==> src/rtl/spi_pkg.sv <==
// Shared SPI target definitions: mode encodings, default word length, synchroniser depth.
// Latency: n/a (constants and a pure helper only).
// Backpressure: n/a.
package spi_pkg;

    // Mode encoding as {cpol, cpha}
    localparam logic [1:0] SPI_MODE0 = 2'b00;
    localparam logic [1:0] SPI_MODE1 = 2'b01;
    localparam logic [1:0] SPI_MODE2 = 2'b10;
    localparam logic [1:0] SPI_MODE3 = 2'b11;

    localparam int SPI_DEFAULT_WIDTH = 32;
    localparam int SPI_SYNC_STAGES   = 2;

    typedef enum logic {
        ST_IDLE   = 1'b0,
        ST_ACTIVE = 1'b1
    } spi_state_t;

    function automatic logic mode_cpol(input logic [1:0] mode);
        return mode[1];
    endfunction

    function automatic logic mode_cpha(input logic [1:0] mode);
        return mode[0];
    endfunction

endpackage

==> src/rtl/spi_sync.sv <==
// Multi-flop synchroniser for one asynchronous pin into the i_clk domain.
// Latency: SPI_SYNC_STAGES i_clk cycles from pin to o_q.
// Backpressure: none; samples every cycle.
module spi_sync
    import spi_pkg::*;
#(
    parameter logic P_RST_VAL = 1'b0
) (
    input  logic i_clk,
    input  logic i_rst,
    input  logic i_d,
    output logic o_q
);

    logic [SPI_SYNC_STAGES-1:0] sync_ff;

    // Shift the pin value through the synchroniser chain
    always_ff @(posedge i_clk or posedge i_rst) begin
        if (i_rst) begin
            sync_ff <= {SPI_SYNC_STAGES{P_RST_VAL}};
        end else begin
            sync_ff <= {sync_ff[SPI_SYNC_STAGES-2:0], i_d};
        end
    end

    assign o_q = sync_ff[SPI_SYNC_STAGES-1];

endmodule

==> src/rtl/spi_slave.sv <==
// SPI target: oversampled sck/csn/sdi, LSB-first RX/TX words, runtime CPOL/CPHA.
// Latency: pin edge acted on 3 cycles later; o_rx_valid +1 after that; o_sdo 4 cycles after pin edge.
// Backpressure: single pending TX register gated by o_tx_ready; no RX backpressure (o_rx_data overwritten).
module spi_slave
    import spi_pkg::*;
#(
    parameter int P_WIDTH = SPI_DEFAULT_WIDTH
) (
    input  logic               i_clk,
    input  logic               i_rst,
    input  logic               i_cpol,
    input  logic               i_cpha,
    input  logic               i_sck,
    input  logic               i_csn,
    input  logic               i_sdi,
    output logic               o_sdo,
    output logic               o_sdo_oe,
    input  logic               i_tx_en,
    input  logic [P_WIDTH-1:0] i_tx_data,
    output logic               o_tx_ready,
    output logic [P_WIDTH-1:0] o_rx_data,
    output logic               o_rx_valid,
    output logic               o_tx_underrun,
    output logic               o_busy
);

    localparam int CNT_W = $clog2(P_WIDTH + 1);

    logic sck_s;
    logic csn_s;
    logic sdi_s;
    logic sck_d;
    logic csn_d;

    spi_state_t         state;
    logic [CNT_W-1:0]   bit_cnt;
    logic [P_WIDTH-1:0] rx_shift;
    logic [P_WIDTH-1:0] tx_shift;
    logic [P_WIDTH-1:0] pend_data;
    logic               pend_full;

    logic               csn_fall;
    logic               csn_rise;
    logic               sck_lead;
    logic               sck_trail;
    logic               sel_active;
    logic               sample_edge;
    logic               shift_edge;
    logic               word_done;
    logic               word_start;
    logic               tx_load;
    logic               tx_accept;
    logic [P_WIDTH-1:0] rx_next;

    spi_sync #(.P_RST_VAL(1'b0)) u_sync_sck (.i_clk(i_clk), .i_rst(i_rst), .i_d(i_sck), .o_q(sck_s));
    spi_sync #(.P_RST_VAL(1'b1)) u_sync_csn (.i_clk(i_clk), .i_rst(i_rst), .i_d(i_csn), .o_q(csn_s));
    spi_sync #(.P_RST_VAL(1'b0)) u_sync_sdi (.i_clk(i_clk), .i_rst(i_rst), .i_d(i_sdi), .o_q(sdi_s));

    // Delayed copies of synced sck/csn for edge detection
    always_ff @(posedge i_clk or posedge i_rst) begin
        if (i_rst) begin
            sck_d <= 1'b0;
            csn_d <= 1'b1;
        end else begin
            sck_d <= sck_s;
            csn_d <= csn_s;
        end
    end

    assign csn_fall   = csn_d & ~csn_s;
    assign csn_rise   = ~csn_d & csn_s;
    assign sck_lead   = (sck_d == i_cpol) && (sck_s != i_cpol);
    assign sck_trail  = (sck_d != i_cpol) && (sck_s == i_cpol);
    assign sel_active = (state == ST_ACTIVE) && !csn_s;

    assign sample_edge = sel_active && (i_cpha ? sck_trail : sck_lead);
    assign shift_edge  = sel_active && (i_cpha ? sck_lead : sck_trail);

    assign rx_next    = {sdi_s, rx_shift[P_WIDTH-1:1]};
    assign word_done  = sample_edge && (bit_cnt == CNT_W'(P_WIDTH - 1));
    assign word_start = ((state == ST_IDLE) && csn_fall) || word_done;

    // A write coinciding with a load is taken: the load frees the slot this cycle
    assign tx_load   = word_start && pend_full;
    assign tx_accept = i_tx_en && (!pend_full || tx_load);

    // Pending transmit register and its full flag
    always_ff @(posedge i_clk or posedge i_rst) begin
        if (i_rst) begin
            pend_full <= 1'b0;
            pend_data <= '0;
        end else if (tx_accept) begin
            pend_full <= 1'b1;
            pend_data <= i_tx_data;
        end else if (tx_load) begin
            pend_full <= 1'b0;
        end
    end

    // Frame FSM with shift registers, bit counter and registered outputs
    always_ff @(posedge i_clk or posedge i_rst) begin
        if (i_rst) begin
            state         <= ST_IDLE;
            bit_cnt       <= '0;
            rx_shift      <= '0;
            tx_shift      <= '0;
            o_rx_data     <= '0;
            o_rx_valid    <= 1'b0;
            o_tx_underrun <= 1'b0;
            o_sdo         <= 1'b0;
        end else begin
            o_rx_valid    <= 1'b0;
            o_tx_underrun <= 1'b0;
            case (state)
                ST_IDLE: begin
                    if (csn_fall) begin
                        state <= ST_ACTIVE;
                    end
                end
                ST_ACTIVE: begin
                    if (csn_rise) begin
                        // Abort: drop the partial word, keep o_rx_data as is
                        state    <= ST_IDLE;
                        bit_cnt  <= '0;
                        rx_shift <= '0;
                    end else if (sample_edge) begin
                        rx_shift <= rx_next;
                        if (word_done) begin
                            o_rx_data  <= rx_next;
                            o_rx_valid <= 1'b1;
                        end else begin
                            bit_cnt <= bit_cnt + CNT_W'(1);
                        end
                    end else if (shift_edge && (bit_cnt != '0)) begin
                        // A shift edge with no sample yet in this word is skipped: with
                        // cpha=1 it is the first leading edge (bit 0 already shown), with
                        // cpha=0 it is the tail edge of the previous word after a wrap.
                        tx_shift <= {1'b0, tx_shift[P_WIDTH-1:1]};
                    end
                end
                default: state <= ST_IDLE;
            endcase
            if (word_start) begin
                tx_shift      <= pend_full ? pend_data : '0;
                o_tx_underrun <= !pend_full;
                bit_cnt       <= '0;
            end
            o_sdo <= csn_s ? 1'b0 : tx_shift[0];
        end
    end

    assign o_sdo_oe   = ~csn_s;
    assign o_busy     = ~csn_s;
    assign o_tx_ready = ~pend_full;

endmodule

==> config.mk <==
export PLATFORM = sky130hd
export DESIGN_NAME = spi_slave
export DESIGN_NICKNAME = d
export VERILOG_FILES = /design/src/rtl/spi_pkg.sv /design/src/rtl/spi_sync.sv /design/src/rtl/spi_slave.sv
export SDC_FILE = /design/constraint.sdc
export NUM_CORES = 1
export LEC_CHECK = 0
export BUFFER_PORTS_ARGS = -buffer_cell sky130_fd_sc_hd__buf_4
export CELL_PAD_IN_SITES_DETAIL_PLACEMENT = 1
export CELL_PAD_IN_SITES_GLOBAL_PLACEMENT = 1
export CORE_MARGIN = 10
export CORE_UTILIZATION = 50
export CTS_CLUSTER_DIAMETER = 100
export DETAILED_ROUTE_END_ITERATION = 7
export PLACE_DENSITY_LB_ADDON = 0.1
export SLEW_MARGIN = 30
export SYNTH_ARGS = -nofsm -noshare
export SYNTH_HDL_FRONTEND = slang
export SYNTH_SLANG_ARGS = --single-unit
==> constraint.sdc <==
create_clock -name i_clk -period 11.8 [get_ports i_clk]
set_input_delay 0.59 -clock i_clk [delete_from_list [all_inputs] [get_ports i_clk]]
set_output_delay 0.59 -clock i_clk [all_outputs]
set_load 0.005 [all_outputs]
==> flow_summary.ini, run 1 <==
[status]
outcome = finished, final reports clean

[synthesis]
synth.distinct_cells = 36
synth-adder-area-share_pct = 0.571
yosys-top-cells-count = dfrtp_1, nand2_1, mux2i_1, mux2_2, nand3_1
postSynthAreaPerCell_sq_um = 12.8
synthFlopType = dfrtp_1
netlist.area_leader.share_pct = 58.3
synth_top_family_by_area = multiplexers
synth_most_common_cell = dfrtp_1
synth_top_area_cell = dfrtp_1
synth_xor_area_share_pct = 0.143
async_reset_ff_share_pct = 100
syn_nets = 522
synth_compound_area_share_pct = 1.65
yosysWarningCount = 0
yosys.area_share.simple_pct = 10.9
ys_ff_latch = 146
synth.yosys.seq_area_share_pct = 59.6
synthTopCellsByArea = dfrtp_1, mux2i_1, mux2_4
muxShareOfSynthArea_pct = 24.3
synth_edf_count = 0
syn_area_sq_um = 6130
synthCells = 480

[power]
p_per_area_nw_per_um2 = 177
p_sw_uw = 321
power_frac_clock_pct = 37.3
pwr-share-comb_pct = 13.3
seq_power_share_pct = 49.4
power_leakage_uw = 0.00387
swShare_pct = 24.6
finalPower_uw = 1300
internal_power_uw = 980
vdd_drop_max_v = 0.0000921

[critical_path]
start_kind = input pin
crit_arrival_ns = 3.09
cp_slowest_cell = a21bo_4
path_max_fanout = 36
cpLargestDelayFamily = multiplexers
r2r_slack_ns = 9.05
reg2reg_depth = 6
crit_type = input pin to register
r2r-end = pend_data[18]
timing.rr.start = bit_cnt[1]
path_cells = buf_4 > xnor2_1 > mux2_2 > a31oi_4 > buf_4 > a21bo_4 > mux2_2
critPathMaxStageDelay_ns = 0.65
crit_required_ns = 12.10
critPathCaptureType = register
cp_num_buf_inv = 2

[cts]
clk_pin_slew_ns = 0.06
clock_sinks = 146
cts_buffer_depth = 2
cts_setup_buffers = 0
cts_buffers = 17
cts-resized-gates = 0
clockRootBuffer = clkbuf_16
htree_levels = 4
clk_latency_ns = 0.42
tritoncts = done
cts_hold_buf = 0

[sta]
worstMarginPinSlew_ns = 0.937
final.period_utilization_pct = 23.7
layout_min_cycle_time_ns = 2.79
slew_viol_final = 0
setup_tns_ns = 0
max_freq_mhz = 358
final_hold_viol_count = 0
skew_ns = 0.00473
slew_headroom_pct = 37.5
grt_setup_unrepaired = false
timing.hold.ws_ns = 0.278
setup_viol = 0

[detailed_routing]
via_per_inst = 5.33
route.detailed.drc = 0
post_drt_wl_per_cell_um = 17.6
routed_wl_mm = 12.5
first_pass_iters = 4
ant_nets = 0
drtIter0Drc = 189
vias = 3780

[cells_and_area]
drive_above_1_share_pct = 33.1
area_growth_pct = 19.6
diodes = 0
stdcell_count = 709
fin_util_pct = 61.1
nets = 593
nFillCells = 1204

[grt]
antenna_found_initial = 0
grt_pass1_wl_mm = 21.2
grt_max_degree = 93
grt_pass1_vias = 4233
grtUsageTotal_pct = 15.6
overflow = 0

[floorplanning]
die_y_um = 131
initial_core_util_pct = 51.1
core_region_area_sq_um = 12000
dieArea_sq_um = 17100
die-width_um = 131
row_count = 40
io_pins = 78

[run]
maxCapViolCount = 0

[placement]
dpl.cell_count = 679
io_buffers = 77
place_congestion = 0.683
place_hpwl_mm = 7.95

[min_path]
hp-class = input pin to register
min_path_cells = 1
hold_end = u_sync_sck.sync_ff[0]
hold_start = i_sck
[logic make-up after synthesis]
kind of cell	after synthesis
adder cells (fa/ha/maj)	3
XOR/XNOR	1
multiplexers	129
AO/OA/AOI/OAI	14
AND/OR/NAND/NOR	152
buffers and inverters	35
flip-flops	146
[layout make-up]
type	instances	area, sq um	area share [%]
clock buffer	25	505	6.89
sequential	146	3660	49.9
inverter	6	27.5	0.375
clock inverter	5	27.5	0.375
multi-input combinational	299	2320	31.7
tap	147	184	2.51
timing repair buffer	81	608	8.29
[registers in the layout (all words and copies together), names as in the netlist]
| name | flops |
|---|---|
| state | 1 |
| o_rx_data | 32 |
| csn_d | 1 |
| o_tx_underrun | 1 |
| u_sync_sck.sync_ff | 2 |
| tx_shift | 32 |
| rx_shift | 31 |
| pend_data | 32 |
| sck_d | 1 |
| u_sync_csn.sync_ff | 2 |
| bit_cnt | 6 |
| u_sync_sdi.sync_ff | 2 |
| o_rx_valid | 1 |
| o_sdo | 1 |
| pend_full | 1 |
[layer usage]
layer  routed length (um)  global-route usage, %  vias to the layer above
li1                     -                      -                     1781
met1                 5470                   19.0                     1908
met2                 6240                   25.8                       72
met3                  565                   4.47                       19
met4                  216                   6.02                        0
met5                    0                      0                        -
[through the flow]
step                instance area, sq um  worst slack, ns
floorplan                           6130             7.29
finish                              7330             9.01
global placement                    6800             8.63
global route                        7330             8.86
CTS                                 7330             9.00
detailed placement                  6800             8.57
[cell usage in the layout (no fill, tap or decap), types with 5 or more instances in the layout]
| cell type | instances |
|---|---|
| clkbuf_16 | 17 |
| inv_1 | 5 |
| nand3_1 | 35 |
| dfrtp_1 | 142 |
| mux2_4 | 30 |
| mux2i_1 | 62 |
| nand2_1 | 98 |
| mux2_2 | 37 |
| buf_4 | 81 |
| clkbuf_8 | 5 |
[power groups by stage]
stage	Combinational, uW	Sequential (uW)	Clock [uW]
3_5_place_dp	175	650	0
2_1_floorplan	142	628	0
4_1_cts	178	643	496
3_3_place_gp	165	645	0
5_1_grt	198	655	519
6_report	173	642	485
[worst max path at each step]
| stage | start | end | slack (ns) | depth (start not counted) |
|---|---|---|---|---|
| 2_1_floorplan | i_rst | bit_cnt[0] | 7.29 | 1 |
| 3_3_place_gp | i_cpol | pend_data[19] | 8.63 | 7 |
| 3_5_place_dp | i_cpol | pend_data[18] | 8.57 | 7 |
| 4_1_cts | i_cpol | pend_data[18] | 9.00 | 7 |
| 5_1_grt | i_cpol | pend_data[19] | 8.86 | 7 |
| 6_report | i_cpol | pend_data[18] | 9.01 | 7 |
Power figures use the tool's default switching activity.
==> inputs of run 2 (changes only) <==
CORE_UTILIZATION = 47   (was 50)
clock period = 2.8 ns   (was 11.8 ns; I/O delays follow)
==> run 2 against run 1 <==
Against the previous run: final area is 6.0% higher; power grew to 4.2 times the previous value; clock power increased to 4.1 times the previous value; clock skew rose by 0.0021 ns; first-iteration DRC count is 37% higher; global-route usage is 0.11 points higher; sequential share of layout area is 2.9 points lower; register-to-register slack worse by 8.5 ns; non-clock buffer count grew 44; sequential cell count stayed put; final cell count rose by 9.7%; largest cell class unchanged.
==> flow_summary.ini, run 2 (synthesis gave the netlist of run 1 again) <==
[grt]
grtUsageTotal_pct = 15.7
overflow = 0
grt_pass1_wl_mm = 22.8
grt_max_degree = 55
antenna_found_initial = 0
grt_pass1_vias = 4453

[floorplanning]
initial_core_util_pct = 48.2
die-width_um = 134
die_y_um = 134
core_region_area_sq_um = 12700
row_count = 41
dieArea_sq_um = 18000
io_pins = 78

[critical_path]
start_kind = register
critPathCaptureType = register
reg2reg_depth = 5
crit_type = register to register
path_max_fanout = 32
crit_start = bit_cnt[1]
critPathMaxStageDelay_ns = 0.58
cp_slowest_cell = a21bo_4
crit_arrival_ns = 2.51
timing.rr.start = bit_cnt[1]
crit_required_ns = 3.10
r2r_slack_ns = 0.59
path_cells = ha_1 > nor3b_2 > a31oi_4 > a21bo_4 > mux2_2
r2r-end = pend_data[19]

[cts]
cts_buffer_depth = 2
htree_levels = 4
cts_buffers = 17
clk_pin_slew_ns = 0.06
clock_sinks = 146
cts-resized-gates = 0
clk_latency_ns = 0.42
clockRootBuffer = clkbuf_16
cts_setup_buffers = 0
tritoncts = done

[sta]
final.period_utilization_pct = 78.9
slew_headroom_pct = 53.9
worstMarginPinSlew_ns = 0.691
final_hold_viol_count = 0
setup_viol = 0
skew_ns = 0.00681
slew_viol_final = 0
max_freq_mhz = 452
fin_ws_ns = 0.590
timing.hold.ws_ns = 0.287
grt_setup_unrepaired = false
setup_tns_ns = 0
layout_min_cycle_time_ns = 2.21

[cells_and_area]
final_cell_mix = dfrtp_1, nand2_1, buf_4
drive_above_1_share_pct = 31.2
nFillCells = 1290
nets = 637
largestRegisters = o_rx_data: 32 flops, pend_data: 32 flops, tx_shift: 32 flops
area_growth_pct = 26.8
mostFrequentLayoutCell = dfrtp_1
stdcell_count = 778
diodes = 0

[detailed_routing]
first_pass_iters = 5
post_drt_wl_per_cell_um = 17.1
vias = 3958
ant_nets = 0
drtIter0Drc = 259
via_per_inst = 5.09
routed_wl_mm = 13.3
route.detailed.drc = 0

[run]
maxCapViolCount = 0

[power]
power_leakage_uw = 0.00405
p_per_area_nw_per_um2 = 707
vdd_drop_max_v = 0.000354

[placement]
dpl.cell_count = 711
io_buffers = 77
place_hpwl_mm = 8.43
dp_slack_ns = 0.515
place_congestion = 0.748

[status]
outcome = finished, final reports clean

[min_path]
hp-class = input pin to async pin
## run 2: cell types whose count changed in the layout (fill, tap and decap cells not counted), sizes merged
cell         before  now
inv               6    5
dlygate4sd3       0   37
clkinvlp          1    2
clkinv            4    5
clkbuf           25   24
buf              81   88
## run 2: what timing repair did
| action | CTS | global route |
|---|---|---|
| hold buffers | 37 | 0 |
| hold endpoints to repair | 48 | 0 |
| setup endpoints to repair | 0 | 0 |
## run 2: routing by layer
| layer | share of wire [%] | vias up | GRT usage (%) | wire length, um |
|---|---|---|---|---|
| met5 | 0 | - | 0 | 0 |
| met4 | 1.5 | 0 | 6.29 | 202 |
| met3 | 4.4 | 21 | 4.82 | 581 |
| met2 | 53 | 74 | 27.2 | 7000 |
| met1 | 42 | 1991 | 17.7 | 5540 |
| li1 | - | 1872 | - | - |
## run 2: report_power, final
| group | total [uW] | switching [uW] | internal (uW) |
|---|---|---|---|
| Sequential | 2700 | 224 | 2480 |
| Clock | 2000 | 813 | 1180 |
| Combinational | 800 | 336 | 463 |
| Total | 5500 | 1370 | 4120 |
## run 2: worst max path at each step
stage | cells after the start | slack (ns) | to
2_1_floorplan | 1 | 0.83 | bit_cnt[0]
4_1_cts | 5 | 0.57 | pend_data[19]
3_3_place_gp | 6 | 0.57 | pend_data[18]
5_1_grt | 5 | 0.48 | pend_data[19]
6_report | 5 | 0.59 | pend_data[19]
3_5_place_dp | 6 | 0.51 | pend_data[19]
## run 2: worst max-delay path, delay by kind of cell, from the launching register on
kind	cells	cell delay [ns]
and+or+nand+nor	1	0.20
DFF	1	0.42
muxes	1	0.41
adders and majority gates	1	0.24
AOI/OAI and AO/OA	2	0.79
## run 2: layout make-up
type                    instances  area, sq um  share of cell area, %
clock inverters                 6         32.5                  0.418
clock buffers                  24          482                   6.20
well taps                     172          215                   2.77
multi-input cells             299         2320                   29.8
repair buffers                125         1040                   13.4
inverters                       6         26.3                  0.338
flip-flops and latches        146         3660                   47.0
## run 2: through the flow
step	util (%)	power [uW]	area, sq um
global placement	54.2	3420	6890
CTS	61.1	5550	7770
global route	61.1	5790	7770
floorplan	-	3250	6140
finish	61.1	5500	7770
detailed placement	54.2	3490	6890
==> inputs of run 3 (changes only) <==
clock period = 2.1 ns   (was 2.8 ns; I/O delays follow)
==> run 3 against run 2 <==
Against the previous run: fmax up 12%; clock power rose by 36%; count of clock-buffer cells in the layout grew 1; final cell count is 0.26% higher; die area stayed put; utilization is 0.83 points higher; sequential power is 33% higher.
==> flow_summary.ini, run 3 (synthesis gave the netlist of run 1 again) <==
[status]
outcome = finished, final reports clean

[cts]
clockRootBuffer = clkbuf_16
cts_buffers = 17
tritoncts = done
htree_levels = 4
clock_sinks = 146
clk_pin_slew_ns = 0.06
cts_buffer_depth = 2
clk_latency_ns = 0.42

[detailed_routing]
vias = 3981
routed_wl_mm = 13.5
ant_nets = 0
via_per_inst = 5.10
route.detailed.drc = 0
drtIter0Drc = 223
first_pass_iters = 4
post_drt_wl_per_cell_um = 17.3

[sta]
max_freq_mhz = 508
setup_tns_ns = 0
layout_min_cycle_time_ns = 1.97
grt_setup_unrepaired = false
final_hold_viol_count = 0
skew_ns = 0.00458
slew_headroom_pct = 44.4
final.period_utilization_pct = 93.8
worstMarginPinSlew_ns = 0.834
setup_viol = 0
fin_ws_ns = 0.130
timing.hold.ws_ns = 0.351
slew_viol_final = 0

[critical_path]
critPathMaxStageDelay_ns = 0.54
critPathCaptureType = register
crit_required_ns = 2.42
start_kind = register
crit_arrival_ns = 2.29
cp_slowest_cell = dfstp_2
path_cells = or3b_1 > nand2_2 > a21oi_1 > or4_1 > a211oi_1
cp_num_buf_inv = 0
crit_type = register to register
cpLargestDelayFamily = simple AND/OR/NAND/NOR gates
path_max_fanout = 6

[power]
vdd_drop_max_v = 0.000542
finalPower_uw = 7430
p_per_area_nw_per_um2 = 942
power_leakage_uw = 0.00409

[floorplanning]
core_region_area_sq_um = 12700
io_pins = 78
row_count = 41
die-width_um = 134
dieArea_sq_um = 18000
die_y_um = 134
initial_core_util_pct = 48.2

[cells_and_area]
diodes = 0
nets = 639
drive_above_1_share_pct = 31.7
mostFrequentLayoutCell = dfrtp_1
area_growth_pct = 28.5
final_cell_mix = dfrtp_1, nand2_1, buf_4
nFillCells = 1292
largestRegisters = o_rx_data: 32 flops, pend_data: 32 flops, tx_shift: 32 flops

[placement]
place_hpwl_mm = 8.19
io_buffers = 77
dp_slack_ns = 0.0949
place_congestion = 0.768

[grt]
grt_max_degree = 147
grtUsageTotal_pct = 16.0
overflow = 0
grt_pass1_wl_mm = 23.2
grt_pass1_vias = 4488
antenna_found_initial = 0

[min_path]
hp-class = register to register

[run]
maxCapViolCount = 0
[run 3: what timing repair did]
item	CTS	global route
buffers inserted	0	0
resized for setup	0	2
hold buffers	37	0
endpoints found under the setup margin	0	3
hold endpoints to repair	179	0
[run 3: area by class of cell]
type | count | area [sq um] | share of cell area, %
Timing Repair Buffer | 127 | 1120 | 14.2
Clock inverter | 5 | 27.5 | 0.349
Tap cell | 172 | 215 | 2.73
Sequential cell | 146 | 3660 | 46.4
Multi-Input combinational cell | 299 | 2330 | 29.5
Inverter | 6 | 26.3 | 0.333
Clock buffer | 25 | 505 | 6.41
[run 3: power by group]
group,leakage (uW),switching [uW],total (uW),internal (uW)
clock,0.000265,1090,2730,1640
sequential,0.00188,304,3600,3300
combinational,0.00195,458,1090,631
total,0.00409,1850,7430,5580
[run 3: metal layers]
| metal | global-route usage, % | part of all wire, % |
|---|---|---|
| met1 | 17.9 | 42 |
| met2 | 28.1 | 53 |
| met3 | 4.59 | 4.0 |
| met4 | 6.23 | 1.8 |
| met5 | 0 | 0 |
[run 3: stage by stage]
| stage | utilization (%) | instances | cell area, sq um |
|---|---|---|---|
| detailed placement | 54.8 | 713 | 6970 |
| global placement | 54.8 | 713 | 6970 |
| floorplan | - | 480 | 6140 |
| CTS | 61.9 | 780 | 7870 |
| finish | 61.9 | 780 | 7880 |
| global route | 61.9 | 780 | 7880 |
[run 3: worst paths after layout]
path	startpoint	end	slack [ns]	cells past startpoint
setup / recovery	csn_d	bit_cnt[5]	0.13	5
hold / removal	u_sync_sdi.sync_ff[0]	u_sync_sdi.sync_ff[1]	0.35	0
setup reg to reg	csn_d	bit_cnt[5]	0.13	5
hold reg to reg	u_sync_sdi.sync_ff[0]	u_sync_sdi.sync_ff[1]	0.35	0
max in group asynchronous	i_rst	o_rx_data[4]	1.01	4
min in group asynchronous	i_rst	pend_data[27]	0.42	4
